File: src/rtl/sdram_sched_pkg.sv
// Shared state encoding and arbitration helpers for the SDRAM port scheduler.
package sdram_sched_pkg;

    localparam int MAX_CH = 8;

    localparam logic [2:0] ST_INIT   = 3'd0;
    localparam logic [2:0] ST_IDLE   = 3'd1;
    localparam logic [2:0] ST_ARB    = 3'd2;
    localparam logic [2:0] ST_REQ    = 3'd3;
    localparam logic [2:0] ST_XFER   = 3'd4;
    localparam logic [2:0] ST_UPDATE = 3'd5;

    typedef struct packed {
        logic       found;
        logic [2:0] idx;
    } rr_pick_t;

    function automatic int clog2(input int n);
        int r;
        r = 0;
        for (int i = 0; i < 31; i++) begin
            if ((1 << i) < n) r = i + 1;
        end
        return r;
    endfunction

    // Walk downward so the closest channel at or after ptr wins on the last write.
    function automatic rr_pick_t rr_pick(input logic [MAX_CH-1:0] mask,
                                         input logic [2:0] ptr,
                                         input int n);
        rr_pick_t r;
        int       idx;
        r = '0;
        for (int k = MAX_CH - 1; k >= 0; k--) begin
            idx = int'(ptr) + k;
            if (idx >= n) idx = idx - n;
            if (k < n && mask[idx[2:0]]) begin
                r.found = 1'b1;
                r.idx   = idx[2:0];
            end
        end
        return r;
    endfunction

endpackage

File: src/rtl/sdram_rr_arbiter.sv
// Combinational round-robin pick over the channel eligibility mask.
module sdram_rr_arbiter
    import sdram_sched_pkg::*;
#(
    parameter int NUM_CH = 4,
    parameter int CW     = 2
) (
    input  logic [NUM_CH-1:0] mask,
    input  logic [CW-1:0]     ptr,
    output logic              found,
    output logic [CW-1:0]     idx
);

    logic [MAX_CH-1:0] mask_w;
    rr_pick_t          pick;

    always_comb begin
        mask_w             = '0;
        mask_w[NUM_CH-1:0] = mask;
        pick               = rr_pick(mask_w, 3'(ptr), NUM_CH);
    end

    assign found = pick.found;
    assign idx   = CW'(pick.idx);

endmodule

File: src/rtl/sdram_port_scheduler.sv
// N-channel round-robin burst scheduler driving the SDRAM command core.
// state  | meaning
// INIT   | load every channel address from CH_START
// IDLE   | wait for any eligible channel
// ARB    | pick channel, latch command fields
// REQ    | REQ high until ACK
// XFER   | burst in flight, wait for DONE
// UPDATE | advance granted address, move RR pointer
module sdram_port_scheduler
    import sdram_sched_pkg::*;
#(
    parameter int                NUM_CH     = 4,
    parameter int                ASIZE      = 23,
    parameter int                LSIZE      = 9,
    parameter int                LVL_W      = 16,
    parameter int                FIFO_DEPTH = 512,
    parameter logic [NUM_CH-1:0] CH_IS_WR   = 4'b0011
) (
    input  logic                      CLK,
    input  logic                      RESET,
    input  logic [NUM_CH-1:0]         CH_EN,
    input  logic [NUM_CH-1:0]         CH_LOAD,
    input  logic [NUM_CH*ASIZE-1:0]   CH_START,
    input  logic [NUM_CH*ASIZE-1:0]   CH_MAX,
    input  logic [NUM_CH*LSIZE-1:0]   CH_LEN,
    input  logic [NUM_CH*LVL_W-1:0]   CH_LEVEL,
    output logic                      REQ,
    output logic                      REQ_WR,
    output logic [ASIZE-1:0]          REQ_ADDR,
    output logic [LSIZE-1:0]          REQ_LEN,
    output logic [clog2(NUM_CH)-1:0]  REQ_CH,
    input  logic                      ACK,
    input  logic                      DONE,
    output logic [NUM_CH-1:0]         GRANT,
    output logic                      BUSY
);

    localparam int CW  = clog2(NUM_CH);
    localparam int AW1 = ASIZE + 1;

    logic [2:0]                    state_q, state_d;
    logic [NUM_CH-1:0][ASIZE-1:0]  addr_q, addr_d;
    logic [CW-1:0]                 ptr_q, ptr_d;
    logic                          req_q, req_d;
    logic                          req_wr_q, req_wr_d;
    logic [ASIZE-1:0]              req_addr_q, req_addr_d;
    logic [LSIZE-1:0]              req_len_q, req_len_d;
    logic [CW-1:0]                 req_ch_q, req_ch_d;
    logic [NUM_CH-1:0]             grant_q, grant_d;

    logic [NUM_CH-1:0]             elig;
    logic                          pick_found;
    logic [CW-1:0]                 pick_idx;
    logic [ASIZE-1:0]              g_start, g_max;
    logic [AW1-1:0]                nxt, wrap_chk;

    // Read-side headroom is checked as level+len <= depth so an over-reported level cannot underflow.
    for (genvar i = 0; i < NUM_CH; i++) begin : g_elig
        logic [31:0] len_w, lvl_w;
        logic        fits;
        assign len_w   = 32'(CH_LEN[i*LSIZE +: LSIZE]);
        assign lvl_w   = 32'(CH_LEVEL[i*LVL_W +: LVL_W]);
        assign fits    = CH_IS_WR[i] ? (lvl_w >= len_w) : (lvl_w + len_w <= 32'(FIFO_DEPTH));
        assign elig[i] = CH_EN[i] && !CH_LOAD[i] && (len_w != 32'd0) && fits;
    end

    sdram_rr_arbiter #(.NUM_CH(NUM_CH), .CW(CW)) u_arb (
        .mask  (elig),
        .ptr   (ptr_q),
        .found (pick_found),
        .idx   (pick_idx)
    );

    assign g_start  = CH_START[int'(req_ch_q)*ASIZE +: ASIZE];
    assign g_max    = CH_MAX[int'(req_ch_q)*ASIZE +: ASIZE];
    assign nxt      = AW1'(addr_q[req_ch_q]) + AW1'(req_len_q);
    assign wrap_chk = nxt + AW1'(req_len_q);

    always_comb begin
        state_d    = state_q;
        addr_d     = addr_q;
        ptr_d      = ptr_q;
        req_d      = req_q;
        req_wr_d   = req_wr_q;
        req_addr_d = req_addr_q;
        req_len_d  = req_len_q;
        req_ch_d   = req_ch_q;
        grant_d    = grant_q;
        case (state_q)
            ST_INIT: begin
                for (int i = 0; i < NUM_CH; i++) addr_d[i] = CH_START[i*ASIZE +: ASIZE];
                state_d = ST_IDLE;
            end
            ST_IDLE: begin
                if (|elig) state_d = ST_ARB;
            end
            ST_ARB: begin
                grant_d = '0;
                if (pick_found) begin
                    req_ch_d          = pick_idx;
                    grant_d[pick_idx] = 1'b1;
                    req_wr_d          = CH_IS_WR[pick_idx];
                    req_addr_d        = addr_q[pick_idx];
                    req_len_d         = CH_LEN[int'(pick_idx)*LSIZE +: LSIZE];
                    req_d             = 1'b1;
                    state_d           = ST_REQ;
                end else begin
                    state_d = ST_IDLE;
                end
            end
            ST_REQ: begin
                if (ACK) begin
                    req_d   = 1'b0;
                    state_d = DONE ? ST_UPDATE : ST_XFER;
                end
            end
            ST_XFER: begin
                if (DONE) state_d = ST_UPDATE;
            end
            ST_UPDATE: begin
                // Wrap early when the following burst would cross the window end.
                addr_d[req_ch_q] = (wrap_chk > AW1'(g_max)) ? g_start : nxt[ASIZE-1:0];
                ptr_d            = (req_ch_q == CW'(NUM_CH - 1)) ? '0 : req_ch_q + 1'b1;
                grant_d          = '0;
                state_d          = ST_IDLE;
            end
            default: state_d = ST_INIT;
        endcase
        if (state_q != ST_INIT) begin
            for (int i = 0; i < NUM_CH; i++) begin
                if (CH_LOAD[i]) addr_d[i] = CH_START[i*ASIZE +: ASIZE];
            end
        end
    end

    always_ff @(posedge CLK or posedge RESET) begin
        if (RESET) begin
            state_q    <= ST_INIT;
            addr_q     <= '0;
            ptr_q      <= '0;
            req_q      <= 1'b0;
            req_wr_q   <= 1'b0;
            req_addr_q <= '0;
            req_len_q  <= '0;
            req_ch_q   <= '0;
            grant_q    <= '0;
        end else begin
            state_q    <= state_d;
            addr_q     <= addr_d;
            ptr_q      <= ptr_d;
            req_q      <= req_d;
            req_wr_q   <= req_wr_d;
            req_addr_q <= req_addr_d;
            req_len_q  <= req_len_d;
            req_ch_q   <= req_ch_d;
            grant_q    <= grant_d;
        end
    end

    assign REQ      = req_q;
    assign REQ_WR   = req_wr_q;
    assign REQ_ADDR = req_addr_q;
    assign REQ_LEN  = req_len_q;
    assign REQ_CH   = req_ch_q;
    assign GRANT    = grant_q;
    assign BUSY     = (state_q != ST_IDLE);

endmodule
File: config.mk
export PLATFORM = sky130hd
export DESIGN_NAME = sdram_port_scheduler
export DESIGN_NICKNAME = d
export VERILOG_FILES = /design/src/rtl/sdram_sched_pkg.sv /design/src/rtl/sdram_rr_arbiter.sv /design/src/rtl/sdram_port_scheduler.sv
export SDC_FILE = /design/constraint.sdc
export NUM_CORES = 1
export LEC_CHECK = 0
export ABC_CLOCK_PERIOD_IN_PS = 15400
export BUFFER_PORTS_ARGS = -buffer_cell sky130_fd_sc_hd__buf_2
export CORE_UTILIZATION = 39
export CTS_BUF_LIST = sky130_fd_sc_hd__clkbuf_4 sky130_fd_sc_hd__clkbuf_8
export DETAILED_ROUTE_END_ITERATION = 10
export PLACE_DENSITY = 0.68
export SLEW_MARGIN = 20
export SYNTH_ARGS = -nofsm -noshare
export SYNTH_HDL_FRONTEND = slang
export SYNTH_SLANG_ARGS = --single-unit
File: constraint.sdc
create_clock -name CLK -period 15.4 [get_ports CLK]
set_input_delay 0 -clock CLK [delete_from_list [all_inputs] [get_ports CLK]]
set_output_delay 0 -clock CLK [all_outputs]
set_load 0.02 [all_outputs]
=== Word level (Yosys, flattened, before mapping) ===
Index checks and enable logic that the tools add are counted.

* $add $sub $neg: 12
* Multiply operators: 2
* Order comparisons: 17
* Equality and inequality tests: 11
* Shifts and indexed selects: 3
* Multiplexer cells: 46
* Reduce and logical (&&, ||, !) cells: 31

{| class="wikitable"
|+ Operator list
! kind !! count
|-
| 23-bit two-way mux || 8
|-
| 92-bit case mux with 2 select lines || 1
|-
| 32-bit nonzero test || 4
|-
| 32-bit by 4-bit >= comparator with 1-bit output, second input constant || 3
|-
| 23-bit binary-select mux with 2-bit select || 2
|-
| 92-bit bitwise mux || 1
|-
| 92-bit two-way mux || 1
|-
| 92-bit by 32-bit variable part select with 23-bit output || 1
|-
| 92-bit by 8-bit variable part select with 23-bit output || 1
|-
| 23-bit demux with 2-bit select || 1
|-
| 36-bit by 7-bit variable part select with 9-bit output || 1
|-
| 16-bit by 9-bit adder with 17-bit output || 2
|-
| 17-bit by 10-bit <= comparator with 1-bit output, second input constant || 2
|-
| 16-bit by 9-bit >= comparator with 1-bit output || 2
|-
| 23-bit by 9-bit adder with 24-bit output || 1
|-
| 24-bit by 9-bit adder with 24-bit output || 1
|-
| 24-bit by 23-bit > comparator with 1-bit output || 1
|-
| 3-bit two-way mux || 7
|-
| 4-bit two-way mux || 5
|-
| 3-bit by 4-bit < comparator with 1-bit output, second input constant || 4
|-
| 3-bit case mux with 5 select lines || 1
|-
| 1-bit logical AND || 14
|-
| 1-bit binary-select mux with 3-bit select || 4
|-
| 1-bit two-way mux || 9
|-
| other kinds (30) || 45
|}

* Register bits after elaboration: 137
* Output and inout bits: 41
* Word-level logic and storage cells: 134

=== Logic depth before layout (Yosys ltp) ===
Gate-level depths: netlist of run 1.

* Depth after elaboration: 16
* Mapped depth: 34
* Depth with buffers taken out: 27

=== By module ===
Synthesis of run 1 repeated with hierarchy kept, for this count alone.

* Cell total of the unflattened synthesis: 1244
* Area, all modules: 12405.6 um^2

{| class="wikitable"
|+ By module, submodules not included
! module !! times used !! cells each !! area each (um^2) !! sequential area each (um^2)
|-
| sdram_port_scheduler || 1 || 1206 || 12134.1 || 3428.3
|-
| sdram_rr_arbiter || 1 || 38 || 271.5 || 0.0
|}

=== Worst setup path after synthesis of run 1 ===
No wires, ideal clock.

* Path type: register -> register
* From: register req_ch_q[1] (netlist: REQ_CH[1])
* To: register addr_q[19] in the netlist's numbering
* Arrival time: 7316 ps
* Required time: 15266 ps
* Slack: 7950 ps
* Cell stages (with the launch flop): 33
* Buffers on the path: 8
* Period minus slack after synthesis: 7450 ps
* Cells stage by stage: dfrtp_1 > buf_2 > buf_2 > buf_1 > clkbuf_1 > buf_1 > mux4_2 > ha_1 > nor2b_1 > o21ai_1 > a21oi_1 > o21a_1 > nor2_1 > xnor2_1 > ha_1 > a21oi_1 > and2_1 > or4b_1 > buf_2 > nor4b_1 > nand2_1 > xnor2_1 > ha_1 > nand4_1 > nor2_1 > nand3_1 > a32o_1 > or2_2 > clkbuf_1 > a21o_4 > buf_4 > a22oi_1 > o21ai_0

{| class="wikitable"
|+ RTL lines
! element !! RTL line !! text
|-
| start: declaration || sdram_port_scheduler.sv:48 || <nowiki>logic [CW-1:0] req_ch_q, req_ch_d;</nowiki>
|-
| start signal: assignment || sdram_port_scheduler.sv:155 || <nowiki>req_ch_q <= req_ch_d;</nowiki>
|-
| end signal: assignment || sdram_port_scheduler.sv:149 || <nowiki>addr_q <= addr_d;</nowiki>
|-
| end: declaration || sdram_port_scheduler.sv:42 || <nowiki>logic [NUM_CH-1:0][ASIZE-1:0] addr_q, addr_d;</nowiki>
|}

==> summary.md, run 1 <==
| Metric | Value |
|---|---|
| Result of the run | `finished clean` |
| Final clock skew | `~0.018 ns` |
| Via count | `approximately 13,000` |
| Ports placed on the boundary | `roughly 340` |
| Crit path largest cell delay | `approximately 0.71 ns` |
| Hold Vio Cnt, Final | `0` |
| Post-route clock period utilization | `approximately 52%` |
| Nature of the critical path startpoint | `flop` |
| Final setup violating endpoints | `0` |
| Clock tree buffer depth | `2` |
| Routability congestion estimate from global placement | `0.9552` |
| Detailed placer's ending HPWL | `~35 mm` |
| TritonCTS clock tree | `built` |
| Maximum number of pins on one net before global-route repair | `76` |
| Max-Cap Viols | `0` |
| Worst R2R Setup Slack | `approximately 7.4 ns` |
| Required time of the critical path | `between 15 and 20 ns` |
| Number of buffers and inverters on the critical path | `3` |
| Wirelength, routed | `between 40 and 50 mm` |
| Count of routing violations after the opening detailed-route iteration | `1,316` |
| Number of nets in the layout | `between 2,000 and 2,500` |
| Initial standard-cell utilization of the core | `between 40% and 50%` |
| Antenna-violating nets left | `0` |
| Remaining DRCs | `0` |
| R2R Path Start | `REQ_CH[1]` |
| Number of cells produced by synthesis | `1,351` |
| Number of rows created at floorplan | `65` |
| Vias in the first global route | `approximately 13,000` |
| Type of the setup path with the least slack | `reg -> reg` |
| Post-Syn Nets | `1,734` |
| CTS Root Cell | `clkbuf_8` |
| Vert. Die Dim | `between 150 and 200 um` |
| Number of warning messages in the yosys log | `0` |
| Max Fanout on Critical Path | `57` |
| Aggregate negative setup slack | `0 ns` |
| Number of optimization iterations in the first detailed-route pass | `6` |
| Worst rel slew slack | `between 20% and 30%` |
| Launch point of the worst path | `REQ_CH[1]` |
| Number of vias per cell | `6.141` |
| Count of fill cells added during filler insertion | `between 2,000 and 3,000` |
| Cell with the biggest individual delay on the critical path | `buf_4` |
| Fmax | `around 120 MHz` |
| Number of antenna diodes | `0` |
| Post-route core utilization | `around half` |
| Share of flip-flops with an asynchronous set or reset after synthesis | `100.0%` |
| Clock insertion delay at the later pin of the skew report | `0.48 ns` |
| Synthesis-to-layout area growth | `27.22%` |
| I/O Buffers | `about 340` |
| First-pass GRT wire length | `around 75 mm` |
| CTS H-tree lvls | `4` |
| Static Leak | `about 7 nW` |
| Kind of cell adding the most delay to the critical path | `compound AO/OA/AOI/OAI gates` |
| Share of post-route cells with drive strength above 1 | `between 30% and 40%` |
| GRT Util Overall | `29.20%` |
| Number of unique standard cell types used by synthesis | `between 70 and 80` |
| Number of post-CTS setup repair buffers | `0` |
| Critical R2R Capture | `addr_q[89]` |
| Post-Syn Area | `approximately 13,000 um^2` |
| Die ar. | `between 30,000 and 40,000 um^2` |
| Worst reg2reg path depth | `28` |
| Power density cells | `203.2 nW/um^2` |
| Remaining global-route overflow | `0` |
| Setup repair after global routing missed its margin | `false` |
| Die span in x | `~180 um` |
| Initial antenna violation count | `0` |
| Number of synthesized register bits | `137` |
| Capturing element type of the critical path | `flop` |
| Max-slew violation total from the final report | `0` |
| Last element of the critical path | `addr_q[89]` |
| Post-route minimum period | `8.031 ns` |
| Number of buffers created by CTS | `17` |
| Number of sinks driven by the clock tree | `~140` |
| Top cell by count, worst path | `ha_1` |
| CTS clock-pin slew for the worst setup and hold paths | `approximately 0.080 ns` |
| HP Class | `in -> reg` |
| Count of flip-flops with a built-in enable after synthesis | `0` |
| Area of the core | `31,800 um^2` |
| Seq/Total Area, Yosys | `between 20% and 30%` |
| Tightest Pin Transition | `1.185 ns` |
| Number of gates on the worst path with buffers counted | `28` |
| Average cell area after synthesis | `around 9.4 um^2` |
| Routed wire length per instance | `22.74 um` |
| Largest vdd supply drop | `~130 uV` |
| Worst endpoint data arrival time | `~8.4 ns` |
| Most instantiated flip-flop cell in the synthesis netlist | `dfrtp_1` |
| Cell depth of the worst min-delay path | `3` |
registers in the layout (all words and copies together), names as in the netlist:
register	cells
REQ_WR	1
ptr_q	2
GRANT	4
addr_q	92
REQ_LEN	9
state_q	3
REQ_CH	2
REQ_ADDR	23
REQ	1
cell type report:
type	instances	area, um^2	share of cell area [%]
Clock inverter	14	161.4	0.9965
Timing Repair Buffer	460	2888	17.83
Inverter	77	294.0	1.815
Clock buffer	18	247.7	1.529
Sequential cell	137	3436	21.21
Tap cell	435	544.3	3.360
Multi-Input combinational cell	1043	8627	53.26
stage by stage:
step / hold slack [ns] / instance area [um^2] / setup WS, ns / total power, mW / cells
5_1_grt: 0.04961 / 16200 / 6.844 / 3.532 / 2184
6_report: 0.03978 / 16200 / 7.369 / 3.291 / 2184
4_1_cts: 0.01528 / 16200 / 7.488 / 3.248 / 2184
3_3_place_gp: 0.1153 / 14690 / 8.048 / 2.843 / 2042
2_1_floorplan: 0.1447 / 12730 / 7.950 / 2.270 / 1351
3_5_place_dp: 0.1195 / 14690 / 7.847 / 2.886 / 2042
placed cells by master (no fill, tap or decap), types with 36 or more instances in the layout:
cell,n
nor2_1,72
o21ai_0,112
a21oi_1,76
nor3_1,43
o31ai_1,69
mux2_2,57
inv_1,76
xnor2_1,36
dfrtp_1,135
buf_2,336
a22oi_1,97
ha_1,83
dlygate4sd3_1,110
nand2_1,54
mux4_2,69
cells in the mapped netlist (all sizes together) (5+ instances only):
cell type	number	area, um^2
nand3b	5	37.54
ha	83	1039
mux4	69	1554
buf	25	148.9
xnor2	36	315.3
nor2b	8	50.05
nand2b	7	43.79
mux2	57	641.9
a22oi	97	728.2
nor2	72	270.3
o211ai	10	75.07
dfrtp	137	3428
nand3	13	65.06
a21oi	77	385.4
inv	77	289.0
xor2	17	148.9
or3	5	31.28
nor3b	8	65.06
or2	8	50.05
a211oi	13	107.6
a2111oi	10	93.84
and3	10	62.56
nand2	54	202.7
nor3	43	215.2
a31oi	8	50.05
o21a	15	112.6
o31ai	69	518.0
a21o	17	135.1
nand4	9	56.30
mux2i	22	220.2
nor4	12	90.09
o21ai	128	644.4
clkbuf	69	259.0
and2	6	37.54
metal layers:
metal	GRT usage, %	vias up	share of wire [%]
met5	0	-	0
li1	-	5988	-
met2	47.19	805	47
met4	11.39	0	3.4
met1	37.88	6498	40
met3	6.586	121	9.7
timing repair:
action | in CTS | in global routing
endpoints found under the hold margin | 165 | 0
resized for setup | 0 | 0
hold buffers | 110 | 0
cell families after synthesis:
group           count (synthesis)  synth area share, %
compound gates                485                25.46
fa+ha+maj                      87                8.785
simple gates                  270                10.73
mux                           148                18.98
xor+xnor                       53                3.646
buf+inv                       171                5.474
flops                         137                26.93
tightest hold or removal path, stage by stage:
cell and delay [ns]:
buf_2 0.13, a2111oi_0 0.15, o31ai_1 0.20
how the worst min path moves through the flow:
stage	from	to	slack, ns
after floorplan	ACK	state_q[2]	0.14
after global placement	RESET	REQ_WR	0.12
after detailed placement	RESET	REQ_WR	0.12
after CTS	CH_LEN[28]	REQ_LEN[1]	0.02
after global routing	CH_LEN[28]	REQ_LEN[1]	0.05
final	CH_LEN[28]	REQ_LEN[1]	0.04
power by group:
group | total [mW] | leakage, nW | internal [mW] | switching (mW)
clock network | 0.323 | 0.202 | 0.152 | 0.172
logic | 2.32 | 5.20 | 0.945 | 1.38
registers | 0.647 | 1.67 | 0.497 | 0.150
total | 3.29 | 7.08 | 1.59 | 1.70
Power figures use the tool's default switching activity.
==> run 2: changes to the inputs <==
--- a/config.mk
+++ b/config.mk
@@ -5,7 +5,7 @@
 export SDC_FILE = /design/constraint.sdc
 export NUM_CORES = 1
 export LEC_CHECK = 0
-export ABC_CLOCK_PERIOD_IN_PS = 15400
+export ABC_CLOCK_PERIOD_IN_PS = 7700
 export BUFFER_PORTS_ARGS = -buffer_cell sky130_fd_sc_hd__buf_2
 export CORE_UTILIZATION = 39
 export CTS_BUF_LIST = sky130_fd_sc_hd__clkbuf_4 sky130_fd_sc_hd__clkbuf_8
==> constraint.sdc (replaced) <==
create_clock -name CLK -period 7.7 [get_ports CLK]
set_input_delay 0 -clock CLK [delete_from_list [all_inputs] [get_ports CLK]]
set_output_delay 0 -clock CLK [all_outputs]
set_load 0.02 [all_outputs]
==> summary.md, run 2 (synthesis gave the netlist of run 1 again) <==
| Metric | Value |
|---|---|
| Die ar. | `33,370 um^2 (unchanged)` |
| Static Leak | `7.104 nW (+0.38%)` |
| Leading cell types in the layout, fill and taps excluded | `buf_2, dfrtp_1, o21ai_0, dlygate4sd3_1, a22oi_1` |
| Area of the core | `31,800 um^2 (unchanged)` |
| Register with the most flip-flops | `addr_q` |
| Count of routing violations after the opening detailed-route iteration | `1,291 (-1.9%)` |
| Number of nets in the layout | `2,120 (+0.047%)` |
| Number of optimization iterations in the first detailed-route pass | `5 (-1)` |
| CTS Root Cell | `clkbuf_8` |
| Result of the run | `finished clean` |
| Post-route clock period utilization | `93.04% (+41 points)` |
| Initial antenna violation count | `2 (+2)` |
| Fmax | `139.6 MHz (+12%)` |
| Nature of the critical path startpoint | `flop` |
| R2R Path Start | `REQ_CH[0]` |
| Die span in x | `182.7 um (unchanged)` |
| Launch point of the worst path | `REQ_CH[0]` |
| CTS H-tree lvls | `4 (unchanged)` |
| Antenna-violating nets left | `0 (unchanged)` |
| Setup repair after global routing missed its margin | `false` |
| Remaining global-route overflow | `0 (unchanged)` |
| Max Fanout on Critical Path | `14 (-75%)` |
| Largest vdd supply drop | `258.4 uV (+99%)` |
| First-pass GRT wire length | `75.27 mm (+0.40%)` |
| Share of post-route cells with drive strength above 1 | `30.80% (+0.21 points)` |
| Wirelength, routed | `49.60 mm (-0.15%)` |
| Hold path start | `CH_LEN[28]` |
| Ports placed on the boundary | `337 (unchanged)` |
| Required time of the critical path | `8.11 ns (-7.70 ns)` |
| CTS clock-pin slew for the worst setup and hold paths | `0.09 ns (about the same)` |
| Type of the setup path with the least slack | `reg -> reg` |
| Clock tree buffer depth | `2 (unchanged)` |
| Initial standard-cell utilization of the core | `40.04% (unchanged)` |
| Maximum number of pins on one net before global-route repair | `76 (unchanged)` |
| Routability congestion estimate from global placement | `0.9592 (+0.42%)` |
| Power density cells | `408.6 nW/um^2 (+100%)` |
| Number of vias per cell | `6.137 (about the same)` |
| TritonCTS clock tree | `built` |
| Remaining DRCs | `0 (unchanged)` |
| Via count | `13,421 (+0.067%)` |
| Number of sinks driven by the clock tree | `137 (unchanged)` |
| I/O Buffers | `336 (unchanged)` |
| Vias in the first global route | `13,386 (+0.40%)` |
| Vert. Die Dim | `182.7 um (unchanged)` |
| Capturing element type of the critical path | `flop` |
| Post-layout power | `6.646 mW (+100%)` |
| Hold Vio Cnt, Final | `0 (unchanged)` |
| Tightest Pin Transition | `1.156 ns (-0.02874 ns)` |
| Number of buffers created by CTS | `17 (unchanged)` |
| Final clock skew | `0.02899 ns (+0.01059 ns)` |
| Post-route minimum period | `7.164 ns (-0.8670 ns)` |
| Most common cell after layout, fill and taps aside | `buf_2` |
| Aggregate negative setup slack | `0 ns (unchanged)` |
| Flip-flop count of the largest register after layout | `92 (unchanged)` |
| Synthesis-to-layout area growth | `27.75%` |
| Clock insertion delay at the later pin of the skew report | `0.48 ns (about the same)` |
| Number of rows created at floorplan | `65 (unchanged)` |
| Max-slew violation total from the final report | `0 (unchanged)` |
| HP Class | `in -> reg` |
| Worst rel slew slack | `22.75% (+1.9 points)` |
| GRT Util Overall | `29.15% (-0.059 points)` |
| Routed wire length per instance | `22.68 um (-0.29%)` |
| Worst endpoint data arrival time | `7.57 ns (-0.87 ns)` |
| Count of fill cells added during filler insertion | `2,930 (-0.81%)` |
| Detailed placer's ending HPWL | `35.82 mm (+0.90%)` |
| Final setup violating endpoints | `0 (unchanged)` |
| Max-Cap Viols | `0 (unchanged)` |
run 2: cell count changes in the layout (fill, tap and decap cells not counted), sizes merged:
cell	delta
buf	+1
bufinv	+1
clkbuf	-1
clkinv	-4
diode	+2
inv	+4
run 2: final cells by class:
cell class              count  area, um^2  share of cell area, %
diodes                      2       5.005                0.03077
clock buffers              17       234.0                  1.438
clock inverters            15       209.0                  1.285
inverters                  77       294.0                  1.808
multi-input cells        1043        8641                  53.12
flip-flops and latches    137        3436                  21.12
well taps                 435       544.3                  3.346
repair buffers            461        2903                  17.85
run 2: per-stage QoR:
| step | instance area [um^2] | util (%) | cells | hold slack, ns | worst slack, ns |
|---|---|---|---|---|---|
| floorplan | 12730 | - | 1351 | 0.1447 | 0.2498 |
| global placement | 14690 | 46.19 | 2042 | 0.1336 | 0.7756 |
| detailed placement | 14690 | 46.19 | 2042 | 0.1294 | 0.6434 |
| CTS | 16230 | 51.04 | 2184 | 0.02236 | 0.2105 |
| global route | 16270 | 51.15 | 2187 | 0.03562 | 0.02808 |
| finish | 16270 | 51.15 | 2187 | 0.03864 | 0.5363 |
run 2: final timing paths:
path / endpoint / slack [ns] / cells past startpoint
min in group asynchronous: REQ_WR / 0.14 / 3
worst min-delay path: REQ_LEN[1] / 0.04 / 3
worst min register to register: GRANT[2] / 0.49 / 2
worst max register to register: addr_q[43] / 0.54 / 27
max in group asynchronous: addr_q[55] / 6.14 / 4
worst max-delay path: addr_q[43] / 0.54 / 27
run 2: worst max-delay path: stages, from the launching register on:
cell,delay [ns]
dfrtp_4,0.66
mux4_2,0.57
ha_1,0.22
inv_1,0.07
fa_1,0.20
nor2b_1,0.06
o21ai_1,0.26
nor2b_1,0.20
xnor2_1,0.11
ha_1,0.33
a21boi_0,0.23
o21ai_0,0.13
a21boi_0,0.30
o31a_1,0.21
o2111ai_1,0.22
or4_1,0.63
nor2_1,0.16
xnor2_1,0.08
ha_1,0.31
nand4_1,0.09
nor2_1,0.10
nand3_1,0.16
a32o_1,0.28
o21ba_2,0.21
a211oi_2,0.38
mux2i_1,0.14
a21oi_1,0.20
dlygate4sd3_1,0.57
run 2: routing by layer:
metal / vias up / global-route usage, % / wire length, um
met4: 0 / 13.75 / 2065
li1: 5996 / - / -
met2: 768 / 45.91 / 22720
met3: 141 / 5.468 / 4268
met1: 6516 / 38.59 / 20540
met5: - / 0 / 0
run 2: power by group:
| part | leakage (nW) | switching, mW | internal [mW] |
|---|---|---|---|
| registers | 1.67 | 0.295 | 0.993 |
| logic | 5.21 | 2.77 | 1.90 |
| clock network | 0.220 | 0.351 | 0.336 |
run 2: what timing repair did:
action / CTS / global route
hold buffers: 110 / 0
gates resized for setup: 0 / 2
endpoints found under the setup margin: 0 / 4
hold endpoints to repair: 168 / 0
setup buffers: 0 / 1
